==> config.mk <==
export PLATFORM = sky130hd
export DESIGN_NAME = enc4to2_scan
export DESIGN_NICKNAME = d
export VERILOG_FILES = /design/src/rtl/enc4to2_scan_pkg.sv /design/src/rtl/enc4to2_scan_prio_enc4.sv /design/src/rtl/enc4to2_scan.sv
export SDC_FILE = /design/constraint.sdc
export NUM_CORES = 1
export LEC_CHECK = 0
export CORE_MARGIN = 4
export CORE_UTILIZATION = 46
export DETAILED_ROUTE_END_ITERATION = 10
export PLACE_DENSITY = 0.82
export SYNTH_ARGS = -nofsm -noshare
export SYNTH_HDL_FRONTEND = slang
export SYNTH_HIERARCHICAL = 1
export SYNTH_SLANG_ARGS = --single-unit
export TNS_END_PERCENT = 20
==> constraint.sdc <==
create_clock -name clk -period 2.25 [get_ports clk]
set_input_delay 0.225 -clock clk [delete_from_list [all_inputs] [get_ports clk]]
set_output_delay 0.225 -clock clk [all_outputs]
set_load 0.005 [all_outputs]
==> src/rtl/enc4to2_scan_pkg.sv <==
// Shared types and widths for the sequential 4-to-2 scan encoder.
package enc_pkg;

   localparam int IN_W   = 4;
   localparam int CODE_W = 2;

   typedef enum logic {
      IDLE = 1'b0,
      SCAN = 1'b1
   } encStateT;

endpackage

==> src/rtl/enc4to2_scan_prio_enc4.sv <==
// Combinational set-bit finder: lowest or highest set index of a 4-bit vector.
module prio_enc4
   import enc_pkg::*;
(
   input  logic [IN_W-1:0]   vec,
   input  logic              lsbFirst,
   output logic [CODE_W-1:0] idx,
   output logic              any
);

   logic [CODE_W-1:0] lowIdx;
   logic [CODE_W-1:0] highIdx;

   // Lowest set bit
   always_comb begin
      lowIdx = 2'd0;
      casez (vec)
         4'b???1: lowIdx = 2'd0;
         4'b??10: lowIdx = 2'd1;
         4'b?100: lowIdx = 2'd2;
         4'b1000: lowIdx = 2'd3;
         default: lowIdx = 2'd0;
      endcase
   end

   // Highest set bit
   always_comb begin
      highIdx = 2'd0;
      casez (vec)
         4'b1???: highIdx = 2'd3;
         4'b01??: highIdx = 2'd2;
         4'b001?: highIdx = 2'd1;
         4'b0001: highIdx = 2'd0;
         default: highIdx = 2'd0;
      endcase
   end

   // Direction select and any-set flag
   always_comb begin
      any = |vec;
      if (lsbFirst) begin
         idx = lowIdx;
      end else begin
         idx = highIdx;
      end
   end

endmodule

==> src/rtl/enc4to2_scan.sv <==
// Sequential 4-to-2 encoder: captures a request vector on load and emits the
// code of every active bit, one per valid/ready handshake.
module enc4to2_scan
   import enc_pkg::*;
#(
   parameter bit LSB_FIRST = 1'b1,
   parameter int IN_W      = 4
)(
   input  logic              clk,
   input  logic              rst,
   input  logic [IN_W-1:0]   i,
   input  logic              pol,
   input  logic              load,
   input  logic              ready,
   output logic [CODE_W-1:0] o,
   output logic              valid,
   output logic              busy,
   output logic              done,
   output logic              none
);

   encStateT          state;
   encStateT          stateNext;
   logic [IN_W-1:0]   pending;
   logic [IN_W-1:0]   pendingNext;
   logic [IN_W-1:0]   captured;
   logic [IN_W-1:0]   afterAccept;
   logic [IN_W-1:0]   scanVec;
   logic [CODE_W-1:0] oNext;
   logic [CODE_W-1:0] nextIdx;
   logic              nextAny;
   logic              validNext;
   logic              busyNext;
   logic              doneNext;
   logic              noneNext;
   logic              handshake;

   assign captured    = i ^ {IN_W{pol}};
   assign handshake   = valid & ready;
   // o always names a set bit of pending while scanning, so clearing it retires that code
   assign afterAccept = pending & ~({{(IN_W-1){1'b0}}, 1'b1} << o);

   // Vector the finder looks at: fresh capture when idle, post-clear value when scanning
   always_comb begin
      scanVec = pending;
      if (state == IDLE) begin
         scanVec = captured;
      end else begin
         scanVec = afterAccept;
      end
   end

   prio_enc4 uPrio (
      .vec      (scanVec),
      .lsbFirst (LSB_FIRST),
      .idx      (nextIdx),
      .any      (nextAny)
   );

   // Next-state and next-output logic
   always_comb begin
      stateNext   = state;
      pendingNext = pending;
      oNext       = o;
      validNext   = valid;
      busyNext    = busy;
      doneNext    = 1'b0;
      noneNext    = 1'b0;
      case (state)
         IDLE: begin
            if (load) begin
               pendingNext = captured;
               if (nextAny) begin
                  stateNext = SCAN;
                  oNext     = nextIdx;
                  validNext = 1'b1;
                  busyNext  = 1'b1;
               end else begin
                  noneNext  = 1'b1;
               end
            end else begin
               pendingNext = pending;
            end
         end
         SCAN: begin
            if (handshake) begin
               pendingNext = afterAccept;
               if (nextAny) begin
                  oNext     = nextIdx;
               end else begin
                  stateNext = IDLE;
                  validNext = 1'b0;
                  busyNext  = 1'b0;
                  doneNext  = 1'b1;
               end
            end else begin
               oNext = o;
            end
         end
         default: begin
            stateNext   = IDLE;
            pendingNext = {IN_W{1'b0}};
            validNext   = 1'b0;
            busyNext    = 1'b0;
         end
      endcase
   end

   // State and registered outputs
   always_ff @(posedge clk or posedge rst) begin
      if (rst) begin
         state   <= IDLE;
         pending <= {IN_W{1'b0}};
         o       <= {CODE_W{1'b0}};
         valid   <= 1'b0;
         busy    <= 1'b0;
         done    <= 1'b0;
         none    <= 1'b0;
      end else begin
         state   <= stateNext;
         pending <= pendingNext;
         o       <= oNext;
         valid   <= validNext;
         busy    <= busyNext;
         done    <= doneNext;
         none    <= noneNext;
      end
   end

endmodule

==> results of run 1 <==
==> path summary, 6_finish.rpt <==
path | from | cells after the start | endpoint
worst max-delay path | pol | 6 | o[0]
worst min-delay path | rst | 2 | done
worst max register to register | o[1] | 6 | o[0]
worst min register to register | pending[1] | 1 | pending[1]
max in group asynchronous | rst | 2 | o[0]
min in group clk | pending[1] | 1 | pending[1]
==> state kept, by name, indices dropped and copies added, names as in the netlist <==
name,flops
state,1
busy,1
done,1
none,1
o,2
pending,4
==> per-layer routing <==
metal / vias up / track usage (%)
li1: 269 / -
met1: 252 / 21.14
met2: 20 / 23.84
met3: 8 / 7.317
met4: 0 / 9.639
met5: - / 0
==> logic make-up (layout without fill, tap and decap cells) <==
logic type | Yosys count | after routing | share of synthesized area [%]
flip-flops | 10 | 10 | 41.41
AO/OA/AOI/OAI | 20 | 20 | 22.16
multiplexers | 2 | 2 | 3.726
AND/OR/NAND/NOR | 21 | 21 | 18.63
buffers and inverters | 9 | 27 | 7.660
XOR/XNOR | 4 | 4 | 5.797
other | 1 | 2 | 0.6205
==> cells in the mapped netlist, types with 2 or more instances <==
master | count | area [um2]
sky130_fd_sc_hd__o21a_1 | 2 | 15.01
sky130_fd_sc_hd__and3_1 | 4 | 25.02
sky130_fd_sc_hd__inv_1 | 5 | 18.77
sky130_fd_sc_hd__nand2b_1 | 2 | 12.51
sky130_fd_sc_hd__dfrtp_1 | 10 | 250.2
sky130_fd_sc_hd__mux2_1 | 2 | 22.52
sky130_fd_sc_hd__a21oi_1 | 4 | 20.02
sky130_fd_sc_hd__xnor2_1 | 4 | 35.03
sky130_fd_sc_hd__nor2_1 | 6 | 22.52
sky130_fd_sc_hd__a211o_1 | 3 | 26.28
sky130_fd_sc_hd__nand3_1 | 3 | 15.01
sky130_fd_sc_hd__o21ai_0 | 6 | 30.03
==> cell usage in the layout (no fill, tap or decap), types with 3 or more instances in the layout <==
cell type and n:
sky130_fd_sc_hd__xnor2_1 4, sky130_fd_sc_hd__nand3_1 3, sky130_fd_sc_hd__a211o_1 3, sky130_fd_sc_hd__a21oi_1 4
sky130_fd_sc_hd__and3_1 4, sky130_fd_sc_hd__nor2_1 6, sky130_fd_sc_hd__clkdlybuf4s50_1 14, sky130_fd_sc_hd__inv_1 5
sky130_fd_sc_hd__o21ai_0 6, sky130_fd_sc_hd__buf_4 4, sky130_fd_sc_hd__clkbuf_4 3, sky130_fd_sc_hd__dfrtp_1 10
==> worst max-delay path, cell delays in order <==
cell and delay (ns):
sky130_fd_sc_hd__clkdlybuf4s50_1 0.52, sky130_fd_sc_hd__xnor2_1 0.28, sky130_fd_sc_hd__o21ai_0 0.13, sky130_fd_sc_hd__or4_1 0.59, sky130_fd_sc_hd__o21ai_2 0.11, sky130_fd_sc_hd__mux2_1 0.34
==> final cells by class <==
type | count | area, um2 | share of cell area [%]
timing repair buffer | 18 | 170.2 | 21.15
multi-input combinational | 49 | 311.5 | 38.72
tap | 14 | 17.52 | 2.177
inverter | 5 | 18.77 | 2.333
sequential | 10 | 250.2 | 31.10
clock buffer | 4 | 36.28 | 4.510
==> per-stage QoR <==
stage	setup slack, ns	hold slack, ns	instance area (um2)
2_1_floorplan	0.2982	0.06518	608.1
3_3_place_gp	-0.04652	0.4871	768.2
3_5_place_dp	-0.06490	0.5044	768.2
4_1_cts	0.1917	0.2303	804.5
5_1_grt	0.07005	0.2406	804.5
6_report	0.2035	0.2252	804.5
==> power breakdown <==
part	internal [uW]	switching [uW]	leakage, uW
logic	303	227	0.000249
clock network	98.3	62.4	0.0000210
registers	253	82.4	0.000125
==> results.cfg, run 1 <==
[logic_synthesis]
synth_sequential_area_ratio_pct = 41.41
count_of_flip_flops_with_a_built_in_enable_after_synthesis = 0
postSynthCellCount = 67
postSynth.asyncResetShare_pct = 100.0
netlist-cell-type-count = 28
syn_area_per_cell_um2 = 9.020
synthFlopType = sky130_fd_sc_hd__dfrtp_1
synth-warning-count = 6
mappedNetlistArea_um2 = 604.3
postSynthRegisterBits = 10

[placed_design]
detailed_place_hpwl_mm = 1.042
placed_cells = 96
finalWeightedCongestion = 0.8231
port_buffers = 14

[pwr]
p_per_area_mw_per_mm2 = 1276
vdd_drop_max_v = 0.0007465
total_leakage_power_uw = 0.0003943
power_uw = 1026

[critical_path]
crit_fanout = 4
timing.critical_path.from_type = input pin
worst_setup_path_end_kind = flop
worst-r2r-setup-slack_ns = 0.23
worstPathArrival_ns = 2.19
worstSetupPathType = in -> reg
critical_path_required_ns = 2.40

[floorplan]
die_w_um = 44.25
initial_utilization_pct = 51.60
core_mm2 = 0.001171
std_cell_rows = 12
ios = 15
die_area_mm2 = 0.001958
die_height_um = 44.25

[detailed_routing]
wl_cell_um = 13.57
finalWirelength_mm = 1.357
ant_nets = 0
num_vias = 549
wl_met1_um = 582
detailroute.wirelength.met3_um = 80
met2_wirelength_um = 628
dr.max_layer_used = met4
remaining_drc_errors = 0
drt-initial-drc-count = 17
detailedRoute.firstPassIterationCount = 4
avgViaCountPerCell = 5.490

[cts]
ctsHtreeMaxLevel = 1
cts_stage_hold_buffer_count = 0
clock_sink_count = 10
postCtsSetupBuffers = 0
clkTransAtPathRegs_ns = 0.07
cts.repair.resized = 0
worstSkewPairLatency_ns = 0.27
cts.root.buffer_cell = sky130_fd_sc_hd__clkbuf_4
cts_made_buffers = 3
cts_buffer_depth = 2
cts_tree = built

[timing]
clock_skew_ns = 0.007868
setup-violations-final = 0
min_period_over_period_pct = 90.96
setup_tns_ns = 0
unrepaired_setup_endpoints_after_global_routing = false
finalHoldViolations = 0
achievable-frequency_mhz = 488.6
slew_viol_final = 0
period_minus_slack_ns = 2.047

[outcome]
run_status = complete, no violations

[finish]
fin_util_pct = 68.70
fillers = 93
areaGrowthSynthToFinish_pct = 33.13
insertedDiodeCount = 0
finalNonFillerCells = 100
final_net_count = 96
final_layout_size_suffix_gt1_share_pct = 12.79

[grt]
globalRouteOverflowTotal = 0
antenna_found_initial = 0
all_layer_gr_usage_pct = 16.85
grt_max_degree = 14
grt_pass1_wl_mm = 2.304
first_global_vias = 514

[job]
max_cap_violations = 0

[worst_hold_path]
hold_path_class = in -> async
(Power assumes the default switching activity.)
==> run 2, diff against run 1 <==
--- a/config.mk
+++ b/config.mk
@@ -5,6 +5,8 @@
 export SDC_FILE = /design/constraint.sdc
 export NUM_CORES = 1
 export LEC_CHECK = 0
+export ABC_AREA = 0
+export ABC_CLOCK_PERIOD_IN_PS = 2250
 export CORE_MARGIN = 4
 export CORE_UTILIZATION = 46
 export DETAILED_ROUTE_END_ITERATION = 10
==> results of run 2 <==
No change in the layout: final DEF, timing and power equal those of run 1.
==> run 3, diff against run 2 <==
--- a/config.mk
+++ b/config.mk
@@ -11,6 +11,8 @@
 export CORE_UTILIZATION = 46
 export DETAILED_ROUTE_END_ITERATION = 10
 export PLACE_DENSITY = 0.82
+export SETUP_SLACK_MARGIN = 0.5
+export SKIP_CTS_REPAIR_TIMING = 1
 export SYNTH_ARGS = -nofsm -noshare
 export SYNTH_HDL_FRONTEND = slang
 export SYNTH_HIERARCHICAL = 1
==> run 3 against run 2 <==
  * Clock-buffer cell count unchanged
  * Register-to-register slack better by 0.14 ns
  * Cell area up 11%
  * Sequential power up 3%
  * Fmax up 8.8%
  * Non-clock buffer count up 3
  * Critical path depth unchanged
  * Die area unchanged
  * Worst hold slack worse by 0.013 ns
  * Core utilization up 7.5 points
==> results.cfg, run 3 (same netlist as run 1, synthesis figures left out) <==
[critical_path]
worst_r2r_path_cells = 6
timing.critical_path.from_type = flop
destination_of_the_worst_register_to_register_timing_path = o[0]
timing.rr.start = o[1]
crit_family = simple AND/OR/NAND/NOR gates
crit_path_cell_trace = or2b_1 -> nand3_1 -> o21ai_2 -> or4_4 -> o21ai_4 -> mux2_4
critical_path_required_ns = 2.41
worstPathArrival_ns = 2.04
crit_fanout = 5
worst_setup_path_end_kind = flop
cp_num_cells = 6
critPathMaxStageDelay_ns = 0.46
worstPathBufferInverterCount = 0
timing.critical_path.from = o[1]
worst-r2r-setup-slack_ns = 0.37
max_stage_delay_cell_worst_path = sky130_fd_sc_hd__or4_4
worstSetupPathType = reg -> reg
end_of_the_critical_path = o[0]

[cts]
clock_sink_count = 10
cts_tree = built
cts_buffer_depth = 2
worstSkewPairLatency_ns = 0.28
cts_made_buffers = 3
clkTransAtPathRegs_ns = 0.07
ctsHtreeMaxLevel = 1
cts.root.buffer_cell = sky130_fd_sc_hd__clkbuf_4

[job]
max_cap_violations = 0

[placed_design]
detailed_place_hpwl_mm = 1.005
placed_cells = 96
finalWeightedCongestion = 0.7737
dp_worst_setup_slack_ns = -0.02631
port_buffers = 14

[floorplan]
ios = 15
std_cell_rows = 12
die_area_mm2 = 0.001958
core_mm2 = 0.001171
die_height_um = 44.25
die_w_um = 44.25
initial_utilization_pct = 51.60

[pwr]
p_per_area_mw_per_mm2 = 1365
power_uw = 1218
total_leakage_power_uw = 0.0004559
vdd_drop_max_v = 0.0007936

[finish]
most-common-layout-cells = 12 x sky130_fd_sc_hd__clkdlybuf4s50_1, 7 x sky130_fd_sc_hd__dfrtp_1, 6 x sky130_fd_sc_hd__nor2_1, 6 x sky130_fd_sc_hd__buf_4, 5 x sky130_fd_sc_hd__inv_1
fillers = 84
areaGrowthSynthToFinish_pct = 47.62
seq_area_um2 = 254.0
final_common_cell = sky130_fd_sc_hd__clkdlybuf4s50_1
insertedDiodeCount = 0
registers.top_by_ff_count = pending
finalNonFillerCells = 103
final_layout_size_suffix_gt1_share_pct = 29.21
multi_input_comb_area_um2 = 364.1
max_reg_flops = 4
largest_registers = pending (4), o (2)
final_net_count = 99

[detailed_routing]
dr.max_layer_used = met4
avgViaCountPerCell = 5.252
wl_met1_um = 633
finalWirelength_mm = 1.535
detailedRoute.firstPassIterationCount = 2
num_vias = 541
remaining_drc_errors = 0
wl_cell_um = 14.90
detailroute.wirelength.met3_um = 60
ant_nets = 0
drt-initial-drc-count = 8
met2_wirelength_um = 801

[timing]
finalHoldViolations = 0
achievable-frequency_mhz = 531.8
setup-violations-final = 0
unrepaired_setup_endpoints_after_global_routing = true
clock_skew_ns = 0.007816
final_worst_path_setup_slack_ns = 0.3696
period_minus_slack_ns = 1.880
min_period_over_period_pct = 83.57
slew_viol_final = 0

[grt]
grt_max_degree = 14
globalRouteOverflowTotal = 0
antenna_found_initial = 0
all_layer_gr_usage_pct = 16.06
first_global_vias = 537
grt_pass1_wl_mm = 2.277

[worst_hold_path]
hold_path_class = in -> async

[outcome]
run_status = complete, no violations
## run 3: cell count changes in the layout (fill, tap and decap cells not counted), moves of 2 or more
cell,delta
sky130_fd_sc_hd__buf_4,+2
sky130_fd_sc_hd__dfrtp_1,-3
sky130_fd_sc_hd__mux2_4,+2
sky130_fd_sc_hd__o21ai_1,+2
sky130_fd_sc_hd__o21ai_0,-4
sky130_fd_sc_hd__clkdlybuf4s50_1,-2
sky130_fd_sc_hd__dlymetal6s2s_1,+2
sky130_fd_sc_hd__dfrtp_2,+3
sky130_fd_sc_hd__xnor2_2,+2
sky130_fd_sc_hd__mux2_1,-2
sky130_fd_sc_hd__xnor2_1,-2
## run 3: per-layer routing
| layer | vias to the layer above | global-route usage (%) |
|---|---|---|
| li1 | 271 | - |
| met1 | 256 | 19.35 |
| met2 | 9 | 25.87 |
| met3 | 5 | 6.504 |
| met4 | 0 | 5.422 |
| met5 | - | 0 |
## run 3: metrics by stage
step | cell area, um2 | util (%) | hold WS (ns) | setup TNS [ns]
floorplan | 619.3 | - | 0.06518 | 0
global placement | 775.7 | 66.24 | 0.4866 | 0
detailed placement | 775.7 | 66.24 | 0.5026 | -0.04103
CTS | 812.0 | 69.34 | 0.2345 | 0
global route | 892.1 | 76.18 | 0.2601 | 0
finish | 892.1 | 76.18 | 0.2126 | 0
## run 3: final cells by class
cell class | instances | area share (%)
Inverter | 5 | 2.104
Timing Repair Buffer | 21 | 22.58
Clock buffer | 4 | 4.067
Sequential cell | 10 | 28.47
Multi-Input combinational cell | 49 | 40.81
Tap cell | 14 | 1.964
## run 3: worst reg2reg max path: cells and delay by family, from the launching register on
family             cells  cell delay, ns
and+or+nand+nor        3            0.82
DFF                    1            0.44
muxes                  1            0.32
AOI/OAI and AO/OA      2            0.19
## run 3: worst min-delay path by stage
stage / startpoint / endpoint / slack [ns] / depth (start not counted)
floorplan: rst / busy / 0.07 / 1
global route: rst / busy / 0.26 / 2
finish: rst / done / 0.21 / 2
detailed placement: pending[2] / pending[2] / 0.50 / 1
CTS: rst / none / 0.23 / 2
global placement: pending[2] / pending[2] / 0.49 / 1
## run 3: power by group
group | total, uW | internal, uW | switching (uW)
clock | 166 | 98.6 | 67.7
sequential | 344 | 258 | 86.3
combinational | 707 | 411 | 296
total | 1220 | 768 | 450
